**config.mk**
```make
export PLATFORM = sky130hd
export DESIGN_NAME = vending_ctrl_multi
export DESIGN_NICKNAME = d
export VERILOG_FILES = /design/src/rtl/vending_ctrl_multi.sv
export SDC_FILE = /design/constraint.sdc
export NUM_CORES = 1
export LEC_CHECK = 0
export CAP_MARGIN = 5
export CELL_PAD_IN_SITES_DETAIL_PLACEMENT = 0
export CELL_PAD_IN_SITES_GLOBAL_PLACEMENT = 2
export CORE_MARGIN = 2
export CORE_UTILIZATION = 27
export CTS_BUF_LIST = sky130_fd_sc_hd__clkbuf_8
export CTS_CLUSTER_DIAMETER = 100
export DETAILED_ROUTE_END_ITERATION = 7
export MAX_ROUTING_LAYER = met4
export PLACE_DENSITY_LB_ADDON = 0.12
export SYNTH_ARGS = -nofsm -noshare
export SYNTH_HDL_FRONTEND = slang
export SYNTH_SLANG_ARGS = --single-unit
```
**constraint.sdc**
```tcl
create_clock -name clk -period 2.82 [get_ports clk]
set_input_delay 0.564 -clock clk [delete_from_list [all_inputs] [get_ports clk]]
set_output_delay 0.564 -clock clk [all_outputs]
set_load 0.02 [all_outputs]
```
**src/rtl/vending_ctrl_multi.sv**
```systemverilog
// Multi-product coin vending controller: credit, purchase, refund and greedy change FSM.
// Latency: coin/purchase/cancel take effect on the next edge; listo is combinational.
// Backpressure: change coins stall on cambio_ready low. Optional SALES_COUNT_EN adds a ventas counter.
module vending_ctrl_multi #(
    parameter int NUM_PROD   = 4,
    parameter int CREDIT_W   = 6,
    parameter int MAX_CREDIT = 31
) (
    input  logic                         clk,
    input  logic                         reset,
    input  logic [1:0]                   moneda,
    input  logic [NUM_PROD-1:0]          comprar,
    input  logic                         cancelar,
    input  logic [NUM_PROD*CREDIT_W-1:0] precios,
    input  logic                         cambio_ready,
    output logic [NUM_PROD-1:0]          listo,
    output logic [NUM_PROD-1:0]          vend,
    output logic [CREDIT_W-1:0]          total,
    output logic                         cambio_valid,
    output logic [1:0]                   cambio_coin,
    output logic                         coin_reject
`ifdef SALES_COUNT_EN
    ,
    output logic [15:0]                  ventas
`endif
);

    typedef enum logic [1:0] {S_IDLE, S_VEND, S_CHANGE} state_t;

    localparam logic [CREDIT_W:0] MAX_C = (CREDIT_W+1)'(MAX_CREDIT);

    state_t                state_q, state_d;
    logic [CREDIT_W-1:0]   total_q, total_d;
    logic [NUM_PROD-1:0]   vend_q, vend_d;
    logic                  cambio_valid_q, cambio_valid_d;
    logic [1:0]            cambio_coin_q, cambio_coin_d;
    logic                  coin_reject_q, coin_reject_d;

    logic [NUM_PROD-1:0]   buy_oh;
    logic [CREDIT_W-1:0]   buy_price;
    logic [CREDIT_W:0]     coin_sum;
    logic                  coin_in, coin_fits, cancel_ok, buy_ok, coin_ok, change_take;

    function automatic logic [CREDIT_W-1:0] coin_value(input logic [1:0] c);
        case (c)
            2'b01:   coin_value = CREDIT_W'(1);
            2'b10:   coin_value = CREDIT_W'(2);
            2'b11:   coin_value = CREDIT_W'(5);
            default: coin_value = '0;
        endcase
    endfunction

    function automatic logic [1:0] greedy_coin(input logic [CREDIT_W-1:0] t);
        if (t >= CREDIT_W'(5))      greedy_coin = 2'b11;
        else if (t >= CREDIT_W'(2)) greedy_coin = 2'b10;
        else if (t != '0)           greedy_coin = 2'b01;
        else                        greedy_coin = 2'b00;
    endfunction

    always_comb begin
        for (int i = 0; i < NUM_PROD; i++) begin
            listo[i] = (state_q == S_IDLE)
                     && (total_q >= precios[i*CREDIT_W +: CREDIT_W])
                     && (precios[i*CREDIT_W +: CREDIT_W] != '0);
        end
    end

    // Only the lowest requested product is considered; a higher one never substitutes.
    assign buy_oh = comprar & (~comprar + NUM_PROD'(1));

    always_comb begin
        buy_price = '0;
        for (int i = 0; i < NUM_PROD; i++) begin
            if (buy_oh[i]) buy_price = buy_price | precios[i*CREDIT_W +: CREDIT_W];
        end
    end

    assign coin_in     = (moneda != 2'b00);
    assign coin_sum    = {1'b0, total_q} + {1'b0, coin_value(moneda)};
    assign coin_fits   = (coin_sum <= MAX_C);
    assign cancel_ok   = (state_q == S_IDLE) && cancelar && (total_q != '0);
    assign buy_ok      = !cancel_ok && ((buy_oh & listo) != '0);
    assign coin_ok     = (state_q == S_IDLE) && coin_in && !cancel_ok && !buy_ok && coin_fits;
    assign change_take = (state_q == S_CHANGE) && cambio_valid_q && cambio_ready;

    always_ff @(posedge clk or negedge reset) begin
        if (!reset) begin
            state_q        <= S_IDLE;
            total_q        <= '0;
            vend_q         <= '0;
            cambio_valid_q <= 1'b0;
            cambio_coin_q  <= 2'b00;
            coin_reject_q  <= 1'b0;
        end else begin
            state_q        <= state_d;
            total_q        <= total_d;
            vend_q         <= vend_d;
            cambio_valid_q <= cambio_valid_d;
            cambio_coin_q  <= cambio_coin_d;
            coin_reject_q  <= coin_reject_d;
        end
    end

    always_comb begin
        state_d = state_q;
        total_d = total_q;
        case (state_q)
            S_IDLE: begin
                if (cancel_ok) begin
                    state_d = S_CHANGE;
                end else if (buy_ok) begin
                    state_d = S_VEND;
                    total_d = total_q - buy_price;
                end else if (coin_ok) begin
                    total_d = coin_sum[CREDIT_W-1:0];
                end
            end
            S_VEND: begin
                state_d = (total_q != '0) ? S_CHANGE : S_IDLE;
            end
            S_CHANGE: begin
                if (change_take) begin
                    total_d = total_q - coin_value(cambio_coin_q);
                    if (total_d == '0) state_d = S_IDLE;
                end
            end
            default: state_d = S_IDLE;
        endcase
    end

    // Registered Moore outputs are precomputed from the next state and credit.
    always_comb begin
        vend_d         = buy_ok ? buy_oh : '0;
        cambio_valid_d = (state_d == S_CHANGE);
        cambio_coin_d  = cambio_valid_d ? greedy_coin(total_d) : 2'b00;
        coin_reject_d  = coin_in && !coin_ok;
    end

    assign vend         = vend_q;
    assign total        = total_q;
    assign cambio_valid = cambio_valid_q;
    assign cambio_coin  = cambio_coin_q;
    assign coin_reject  = coin_reject_q;

`ifdef SALES_COUNT_EN
    logic [15:0] ventas_q, ventas_d;

    always_comb begin
        ventas_d = ventas_q;
        if (buy_ok && ventas_q != 16'hFFFF) ventas_d = ventas_q + 16'd1;
    end

    always_ff @(posedge clk or negedge reset) begin
        if (!reset) ventas_q <= '0;
        else        ventas_q <= ventas_d;
    end

    assign ventas = ventas_q;
`endif

endmodule

```
==> metrics list, run 1 <==
- Run status: finished, violations left
* Violations in the final reports: negative setup slack
- The floorplan has 32 rows.
* Largest clock skew in the final design: 3.030 ps
* Instance count after placement with tap cells included: 489
- Once layout is done, the placed cells without fillers occupy 4200 um2.
* Top flip-flop cell by instance count after synthesis: sky130_fd_sc_hd__dfrtp_1
- Core Region: 7767 um2
- Of the total power, registers draw 0.111.
* Power per Cell Area: 946.2 nW/um2
- In this run the vertical extent of the chip is 93.93 um.
* Number of DRC violations after detailed routing: 0
- Worst hold slack: 700.5 ps
- Number of top-level pins: 52
* Post-synth EDFFs: 0
* Relative slew slack: 0.4905
- Sequential element share of the synthesized area: 0.1834
- Biggest area contributors in the synthesized netlist: sky130_fd_sc_hd__ha_1 (20%), sky130_fd_sc_hd__dfrtp_1 (18%), sky130_fd_sc_hd__inv_1 (6.0%)
* Non-filler cells in the finished layout: 510
- The endpoint identified for the worst register-to-register timing path is cambio_coin[0].
- Worst setup timing slack at the placement stage: -922.8 ps
* Leading cell types in the layout, fill and taps excluded: sky130_fd_sc_hd__buf_4 (90), sky130_fd_sc_hd__inv_1 (24), sky130_fd_sc_hd__clkdlybuf4s50_1 (23)
- The via count of the first global-routing pass is 2631.
- Of the available clock period, the critical path in the final layout requires 1.118.
- Post-route ant nets: 0
- The first detailed-routing pass ran for 4 iterations.
- Endpoint type of the worst setup path: flip-flop
- Counting instances, the worst hold path has a depth of 3.
- The first global-routing pass estimated 12.99 mm of wire.
- Setup violators final: 8
* Flop and latch count out of synthesis: 16
- In this run the number of H-tree levels came out at 1.
* Worst reg2reg path depth: 14
* Syn nets: approximately 330
- Die footprint: 8822 um2
- Proportion of power drawn by combinational gates: 0.838
* Post-synth top area share: 0.2006
* CTS max path bufs: 2
- R2r startpoint: total[0]
- Via Count: 2516
- Mapped Avg Cell Area: 8.496 um2
* Wire length per cell after detailed routing: 16.22 um
- During placement, the flow inserted port buffers numbering 51.
- Number of synthesis warnings: 0
- Max Cap Viol: 0
- The congestion estimate from routability-driven global placement came to 0.8448.
- TritonCTS built the clock tree.
* Mapped Cells: roughly 260
- Once layout is complete, the utilization of the core stands at 0.5408.
- Of the total power, the share spent switching nets is 0.4463.
* Setup slack on the worst flop-to-flop path: -290 ps
- Entering global routing, the biggest net connects 17 pins.
- In the final layout, the share of cells above drive strength 1 is 0.5049.
- Clk Latency, worst-skew pair: between 200 and 300 ps
- Smallest setup slack after layout: -334.1 ps
* Layout overhead on the synthesized area: 92.38%
- Minimum clock period after layout: 3154 ps
- Clock-pin slew reported for the worst setup and hold paths after clock tree synthesis: 70 ps
- Effective utilization at floorplan: 0.2811
- The number of hold buffers added after CTS was 0.
* Commonest non-fill, non-tap cell in the layout: sky130_fd_sc_hd__buf_4
- CP required: 3000 ps
- Setup total negative slack: -1260 ps
* Clk root buf: sky130_fd_sc_hd__clkbuf_8
* Post-detailed-placement half-perimeter wirelength: 6.287 mm
* Number of buffers inserted during clock tree synthesis: 3
- Of all cell types, the one taking the most synthesized area is sky130_fd_sc_hd__ha_1.
- The netlist uses 53 different library cells.
- DRT iter0 DRCs: just over 80
* Post-detailed-routing wire length: 8.272 mm
- Via density per instance: 4.933
- The critical path is of the in -> reg type.
* Startpoint type of the worst setup path: input pin
- Max Fclk: 317.0 MHz
- Diodes inserted: 0
- Clock Sinks: 16
* Startpoint of the tightest hold check path: moneda[1]
- X dimension of the die: 93.93 um
- In this run the cell area of the synthesized design comes to about 2200 um2.
- Final layout net count: 481
* Actual transition at the worst max-transition pin: 761.9 ps
- Sw power: 1.774 mW
- Async set-reset flop share out of synthesis: 1.000
* Post-layout power: 3.974 mW
- Internal power of the cells: roughly 2.2 mW
* Worst-case vdd ir drop: 0.3200 mV
- For this design the static power due to leakage is 1.986 nW.
- Of all nets on the critical path, the largest fanout is 5.
- The number of max-slew violations in the final report was 0.
- Clock power frac: 0.051
- Overall fraction of global-route tracks in use: 0.1947
- After detailed placement, the total cell area comes to 3471 um2.
- Setup repair after global routing could not meet its margin everywhere.
- Global route total overflow: 0
- The path class of the tightest hold or removal check is in -> reg.
* Endpoint with the worst hold slack: coin_reject
* WP data arrival: ~3300 ps
* Final count of hold timing violations: 0
- The number of antenna violations at the first check in global routing came to 0.
==> registers in the layout, indices dropped and copies added (netlist names) <==
register	flops
coin_reject	1
vend	4
state_q	2
total	6
cambio_coin	2
cambio_valid	1
==> what timing repair did <==
action | CTS | global route
setup buffers | 19 | 4
endpoints found under the setup margin | 16 | 15
resized for setup | 90 | 52
pin swaps | 35 | 31
==> worst max path at each step <==
stage / startpoint / end / slack [ps] / depth (start not counted)
after global routing: precios[23] / cambio_coin[1] / -420 / 13
after global placement: moneda[0] / cambio_coin[1] / -840 / 12
after detailed placement: moneda[0] / cambio_coin[1] / -920 / 13
final: precios[23] / cambio_coin[0] / -330 / 12
after CTS: total[0] / cambio_coin[1] / -290 / 13
after floorplan: moneda[0] / cambio_coin[1] / -240 / 13
==> power by group through the flow <==
stage	sequential [mW]	combinational, mW	clock (mW)
4_1_cts	0.436	3.02	0.209
3_3_place_gp	0.427	2.56	0
3_5_place_dp	0.428	2.58	0
2_1_floorplan	0.502	1.32	0
6_report	0.442	3.33	0.202
5_1_grt	0.454	3.62	0.225
==> Yosys cell counts, types with 2 or more instances <==
| master | number |
|---|---|
| sky130_fd_sc_hd__a22o_1 | 5 |
| sky130_fd_sc_hd__nand2_1 | 14 |
| sky130_fd_sc_hd__and3_1 | 4 |
| sky130_fd_sc_hd__nor2_1 | 7 |
| sky130_fd_sc_hd__fa_1 | 3 |
| sky130_fd_sc_hd__o21ai_0 | 5 |
| sky130_fd_sc_hd__and2_1 | 6 |
| sky130_fd_sc_hd__nand4_1 | 5 |
| sky130_fd_sc_hd__clkbuf_1 | 4 |
| sky130_fd_sc_hd__nand3_1 | 7 |
| sky130_fd_sc_hd__o221ai_1 | 5 |
| sky130_fd_sc_hd__a31oi_1 | 4 |
| sky130_fd_sc_hd__a21o_1 | 4 |
| sky130_fd_sc_hd__nand2b_1 | 8 |
| sky130_fd_sc_hd__dfrtp_1 | 16 |
| sky130_fd_sc_hd__buf_6 | 2 |
| sky130_fd_sc_hd__nor4b_1 | 2 |
| sky130_fd_sc_hd__or4_1 | 2 |
| sky130_fd_sc_hd__nor2b_1 | 6 |
| sky130_fd_sc_hd__buf_2 | 3 |
| sky130_fd_sc_hd__and4_1 | 4 |
| sky130_fd_sc_hd__xor2_1 | 7 |
| sky130_fd_sc_hd__nor4_1 | 4 |
| sky130_fd_sc_hd__a221oi_1 | 6 |
| sky130_fd_sc_hd__ha_1 | 35 |
| sky130_fd_sc_hd__a22oi_1 | 6 |
| sky130_fd_sc_hd__inv_1 | 35 |
| sky130_fd_sc_hd__o21ai_1 | 4 |
| sky130_fd_sc_hd__xnor2_1 | 3 |
| sky130_fd_sc_hd__a21oi_1 | 18 |
==> worst max-delay path, cell delays in order <==
cell                              delay [ps]
sky130_fd_sc_hd__clkdlybuf4s50_1         470
sky130_fd_sc_hd__inv_1                    70
sky130_fd_sc_hd__ha_4                    250
sky130_fd_sc_hd__a21oi_1                 170
sky130_fd_sc_hd__o221ai_2                120
sky130_fd_sc_hd__and4_1                  210
sky130_fd_sc_hd__buf_4                   130
sky130_fd_sc_hd__or4_4                   510
sky130_fd_sc_hd__a221oi_4                320
sky130_fd_sc_hd__o22ai_2                 130
sky130_fd_sc_hd__mux2_4                  280
sky130_fd_sc_hd__a21oi_2                 110
==> cells by family after synthesis <==
kind of cell	after synthesis	share of synthesized area
compound gates	70	0.2350
xor+xnor	10	0.04012
fa+ha+maj	38	0.2281
buf+inv	44	0.08424
flops	16	0.1834
mux	1	0.006875
simple gates	78	0.2224
==> routing by layer <==
metal,GRT usage,share of wire
met1,0.2558,0.47
met2,0.3345,0.50
met3,0.01766,0.025
met4,0.02657,0.0048
met5,-,0
==> cell type report <==
type,instances,area (um2)
fill,733,3567
multi-input combinational,197,2116
timing repair buffer,156,1363
sequential,16,404.1
inverter,35,135.1
tap,102,127.6
clock buffer,4,55.05
Power figures use the tool's default switching activity.
==> run 2, diff against run 1 <==
--- a/config.mk
+++ b/config.mk
@@ -5,6 +5,7 @@
 export SDC_FILE = /design/constraint.sdc
 export NUM_CORES = 1
 export LEC_CHECK = 0
+export ABC_CLOCK_PERIOD_IN_PS = 2820
 export CAP_MARGIN = 5
 export CELL_PAD_IN_SITES_DETAIL_PLACEMENT = 0
 export CELL_PAD_IN_SITES_GLOBAL_PLACEMENT = 2
@@ -15,6 +16,7 @@
 export DETAILED_ROUTE_END_ITERATION = 7
 export MAX_ROUTING_LAYER = met4
 export PLACE_DENSITY_LB_ADDON = 0.12
+export SLEW_MARGIN = 20
 export SYNTH_ARGS = -nofsm -noshare
 export SYNTH_HDL_FRONTEND = slang
 export SYNTH_SLANG_ARGS = --single-unit
==> results of run 2 <==
The final DEF is identical to that of run 1; final timing and power are the same.
==> run 3, diff against run 2 <==
--- a/config.mk
+++ b/config.mk
@@ -5,12 +5,13 @@
 export SDC_FILE = /design/constraint.sdc
 export NUM_CORES = 1
 export LEC_CHECK = 0
+export ABC_AREA = 1
 export ABC_CLOCK_PERIOD_IN_PS = 2820
-export CAP_MARGIN = 5
+export CAP_MARGIN = 20
 export CELL_PAD_IN_SITES_DETAIL_PLACEMENT = 0
 export CELL_PAD_IN_SITES_GLOBAL_PLACEMENT = 2
 export CORE_MARGIN = 2
-export CORE_UTILIZATION = 27
+export CORE_UTILIZATION = 26
 export CTS_BUF_LIST = sky130_fd_sc_hd__clkbuf_8
 export CTS_CLUSTER_DIAMETER = 100
 export DETAILED_ROUTE_END_ITERATION = 7
==> run 3 against run 2 <==
The run now ends clean. Sequential share of layout area grew 0.25 points. First-iteration DRC count grew 22%. Die area grew 17%. Critical path depth grew 9. Combinational power shrank 24%. Critical path type unchanged. Largest cell class unchanged.
==> metrics list, run 3 <==
* Max-slew violation total from the final report: 0 (unchanged)
* Endpoint with the worst hold slack: cambio_valid (was coin_reject)
- Number of top-level pins: 52 (unchanged)
* Wire length per cell after detailed routing: 13.90 um (was 16.22 um)
- Largest net degree at the start of global routing: 17 (unchanged)
- Leading cell types in the layout, fill and taps excluded: sky130_fd_sc_hd__nand2_1 (86), sky130_fd_sc_hd__inv_1 (64), sky130_fd_sc_hd__buf_4 (60) (was sky130_fd_sc_hd__buf_4 (90), sky130_fd_sc_hd__inv_1 (24), sky130_fd_sc_hd__clkdlybuf4s50_1 (23)).
- Max FO, Critical Path: 5 (unchanged)
* Path class of the lowest-slack min-delay path: reg -> reg (was in -> reg)
- Startpoint of the tightest hold check path: state_q[1] (was moneda[1])
* Number of global-route vias before repair: 2647 (was 2631)
* Setup Crit Path Kind: in -> reg (unchanged)
* Worst setup timing slack at the placement stage: -568.1 ps (was -922.8 ps)
- Clk Latency, worst-skew pair: 250 ps (about the same)
* Global route total overflow: 0 (unchanged)
- The routability congestion estimate from global placement came to 0.8563 (was 0.8448).
* Wire length of the first global-routing pass: 13.57 mm (was 12.99 mm)
* Run status: finished, final reports clean (was finished, violations left)
* Relative slew slack: 0.4634 (was 0.4905)
- The fraction of synthesized area in multiplexers was 0 (was 0.006877).
- DRT iter0 DRCs: 99 (was 81)
* CTS max path bufs: 2 (unchanged)
* Sw power: 1.614 mW (was 1.774 mW)
- Mapped Cells: 387 (was 257)
* Overall fraction of global-route tracks in use: 0.1756 (was 0.1947)
- The proportion of total power due to net switching is 0.5096 (was 0.4463).
- Max Cap Viol: 0 (unchanged)
* Post-synth EDFFs: 0 (unchanged)
- The final critical path time including I/O delays and setup was 2689 ps (was 3154 ps).
- The antenna diode instance count was 0 (unchanged).
* Met1 demand-to-capacity share in global routing: 0.2512 (was 0.2558)
* CP required: 2970 ps (was 3000 ps)
- The worst clock skew is 0.8975 ps (was 3.030 ps).
* Clock power frac: 0.067 (was 0.051)
* Post-synth design cell area: 2486 um2 (was 2183 um2)
- The worst supply voltage drop on vdd is 0.3782 mV (was 0.3200 mV).
- Endpoint type of the worst setup path: flip-flop (unchanged)
* Global-route track usage on met2: 0.2738 (was 0.3345)
- The fmax came to 371.9 MHz (was 317.0 MHz).
- Die footprint: 10360 um2 (was 8822 um2)
- Clock tree from TritonCTS: yes (unchanged)
- Post-route ant nets: 0 (unchanged)
- The die height is 101.8 um (was 93.93 um).
- The post-synthesis cell type count was 38 (was 53).
* Part of the cycle the worst path needs: 0.9536 (was 1.118)
- The number of setup violations in the final report was 0 (was 8).
* Number of hold buffers added after cts: 0 (unchanged)
* Post-synth top area share: 0.1761 (was 0.2006)
* Async set-reset flop share out of synthesis: 1.000 (unchanged)
* Proportion of power drawn by combinational gates: 0.803 (was 0.838)
* Antenna violations before repair: 0 (unchanged)
* Share of the synthesized area in compound gates (AO/OA/AOI/OAI): 0.1102 (was 0.2350)
* Syn nets: 459 (was 329)
- The global-route met3 utilization came to 0.008972 (was 0.01766).
* Unrepaired setup endpoints after global routing: true (unchanged)
- Commonest non-fill, non-tap cell in the layout: sky130_fd_sc_hd__nand2_1 (was sky130_fd_sc_hd__buf_4)
- FF-to-FF End: cambio_coin[0] (unchanged)
* Top flip-flop cell by instance count after synthesis: sky130_fd_sc_hd__dfrtp_1 (unchanged)
- The startpoint of the worst-slack reg-to-reg timing path is total[0] (unchanged).
- The number of filler instances in the final layout came to 985 (was 733).
- The simple-gate area share of the yosys netlist came to 0.3543 (was 0.2223).
* Number of synthesis warnings: 0 (unchanged)
* Mapped Avg Cell Area: 6.424 um2 (was 8.496 um2)
- The initial standard-cell utilization of the core is 0.2691 (was 0.2811).
- Global routing's busiest layer: met2 (unchanged)
* Actual transition at the worst max-transition pin: 802.4 ps (was 761.9 ps)
- Final count of hold timing violations: 0 (unchanged)
- The number of remaining DRC errors was 0 (unchanged).
* Sequential element share of the synthesized area: 0.1610 (was 0.1834)
- Cell accounting for the most synthesized area: sky130_fd_sc_hd__ha_1 (unchanged)
- Synth Area in Adders: 0.2003 (was 0.2281)
- The core area was 9240 um2 (was 7767 um2).
- Smallest setup slack after layout: 130.8 ps (was -334.1 ps)
- The number of iterations in the first detailed-routing pass is 7 (was 4).
- Buffers added on ports: 51 (unchanged)
* Via Count: 2775 (was 2516)
- Clk root buf: sky130_fd_sc_hd__clkbuf_8 (unchanged)
- In the post-synthesis netlist, the cell with the most instances is sky130_fd_sc_hd__nand2_1.
- The worst hold path cell count was 1 (was 3).
- Clock-pin slew reported for the worst setup and hold paths after clock tree synthesis: 70 ps (about the same)
- The number of clock sinks seen by CTS was 16 (unchanged).
- The worst reg-to-reg path cell count is 12 (was 14).
- Layout overhead on the synthesized area: 63.16% (was 92.38%)
* Worst hold slack: 594.9 ps (was 700.5 ps)
- The number of H-tree branching levels was 1 (unchanged).
- Sequential fraction of design power: 0.130 (was 0.111)
- Leakage component of the power: 2.243 nW (was 1.986 nW)
* Biggest area contributors in the synthesized netlist: sky130_fd_sc_hd__ha_1 (18%), sky130_fd_sc_hd__dfrtp_1 (16%), sky130_fd_sc_hd__nand2_1 (15%) (was sky130_fd_sc_hd__ha_1 (20%), sky130_fd_sc_hd__dfrtp_1 (18%), sky130_fd_sc_hd__inv_1 (6.0%))
- Via density per instance: 4.405 (was 4.933)
* Commonest cells in the netlist: sky130_fd_sc_hd__nand2_1 (98), sky130_fd_sc_hd__inv_1 (75), sky130_fd_sc_hd__nor2_1 (43), sky130_fd_sc_hd__ha_1 (35), sky130_fd_sc_hd__nand3_1 (22) (was sky130_fd_sc_hd__ha_1 (35), sky130_fd_sc_hd__inv_1 (35), sky130_fd_sc_hd__a21oi_1 (18), sky130_fd_sc_hd__dfrtp_1 (16), sky130_fd_sc_hd__nand2_1 (14))
- Flop and latch count out of synthesis: 16 (unchanged)
* WP data arrival: 2840 ps (was 3340 ps)
- Number of flip-flops under the largest register name: 6 (unchanged)
* Final layout net count: 574 (was 481)
- The power density over the cells came to 780.6 nW/um2 (was 946.2 nW/um2).
- The number of buffers created by CTS came to 3 (unchanged).
- The post-DP HPWL was 7.095 mm (was 6.287 mm).
- The startpoint kind of the worst setup timing path is an input pin (unchanged).
* Main combinational cell family by area after synthesis: simple AND/OR/NAND/NOR gates (was compound AO/OA/AOI/OAI gates)
- XOR/XNOR share of the synthesized area: 0.03825 (was 0.04011)
- The total detailed-routing wirelength was 8.754 mm (was 8.272 mm).
* Row cnt: 35 (was 32)
* Setup slack on the worst flop-to-flop path: 190 ps (was -290 ps)
- The width of the die came to 101.8 um (was 93.93 um).
- Share of cells above drive strength 1: 0.3194 (was 0.5049)
- The internal power of the cells came to 1.553 mW (was 2.201 mW).
==> run 3: timing repair <==
action | 4_1_cts | 5_1_grt
resized for setup | 27 | 88
pin swaps | 18 | 37
setup buffers | 1 | 5
setup endpoints to repair | 9 | 9
==> run 3: metrics by stage <==
step	utilization	cells	instance area (um2)	setup TNS, ps	total power [mW]
4_1_cts	0.4007	625	3702	0	2.939
3_5_place_dp	0.3862	620	3568	-3347	2.667
5_1_grt	0.4390	630	4056	-61.77	3.529
6_report	0.4390	630	4056	0	3.167
3_3_place_gp	0.3862	620	3568	-3185	2.670
2_1_floorplan	-	387	2486	0	1.783
==> run 3: layout make-up <==
| class | count | area (um2) | area share |
|---|---|---|---|
| well taps | 129 | 161.4 | 0.03979 |
| clock buffers | 4 | 55.05 | 0.01357 |
| inverters | 82 | 310.3 | 0.07650 |
| multi-input cells | 285 | 2087 | 0.5145 |
| repair buffers | 114 | 1042 | 0.2569 |
| flip-flops and latches | 16 | 400.4 | 0.09870 |
==> run 3: routing by layer <==
layer	wire (um)	share of wire
met5	0	0
met4	89	0.010
met3	269	0.031
met2	4061	0.46
met1	4332	0.49
==> run 3: worst max path at each step <==
stage          startpoint        endpoint  slack (ps)  cells past startpoint
2_1_floorplan  comprar[0]  cambio_coin[0]          20                     18
3_3_place_gp   comprar[0]  cambio_coin[1]        -550                     18
3_5_place_dp   comprar[0]  cambio_coin[1]        -570                     19
4_1_cts         moneda[0]  cambio_coin[0]          10                     20
5_1_grt         moneda[1]  cambio_coin[0]         -40                     21
6_report        moneda[1]  cambio_coin[0]         130                     21
==> run 3: cells by family after synthesis <==
kind of cell | Yosys count
compound gates | 45
simple gates | 192
flops | 16
fa+ha+maj | 38
xor+xnor | 10
buf+inv | 86
==> run 3: critical path, stage by stage <==
cell	delay, ps
sky130_fd_sc_hd__clkdlybuf4s50_1	490
sky130_fd_sc_hd__inv_2	50
sky130_fd_sc_hd__nor2_2	90
sky130_fd_sc_hd__inv_1	70
sky130_fd_sc_hd__fa_2	360
sky130_fd_sc_hd__o21ai_2	170
sky130_fd_sc_hd__nand2_1	60
sky130_fd_sc_hd__nor2_1	80
sky130_fd_sc_hd__nor2_1	70
sky130_fd_sc_hd__nand2_4	100
sky130_fd_sc_hd__nand2_1	50
sky130_fd_sc_hd__o21ai_1	90
sky130_fd_sc_hd__nand2_1	80
sky130_fd_sc_hd__nand2_2	90
sky130_fd_sc_hd__nand2_1	60
sky130_fd_sc_hd__nand2_2	70
sky130_fd_sc_hd__nand2_1	50
sky130_fd_sc_hd__nand2_1	80
sky130_fd_sc_hd__nand3_2	70
sky130_fd_sc_hd__nand2_1	50
sky130_fd_sc_hd__inv_1	40
==> run 3: power by group through the flow <==
stage	clock network, mW	registers, mW	logic, mW
2_1_floorplan	0	0.469	1.31
3_3_place_gp	0	0.415	2.25
3_5_place_dp	0	0.413	2.25
4_1_cts	0.225	0.409	2.30
5_1_grt	0.233	0.426	2.87
6_report	0.213	0.412	2.54
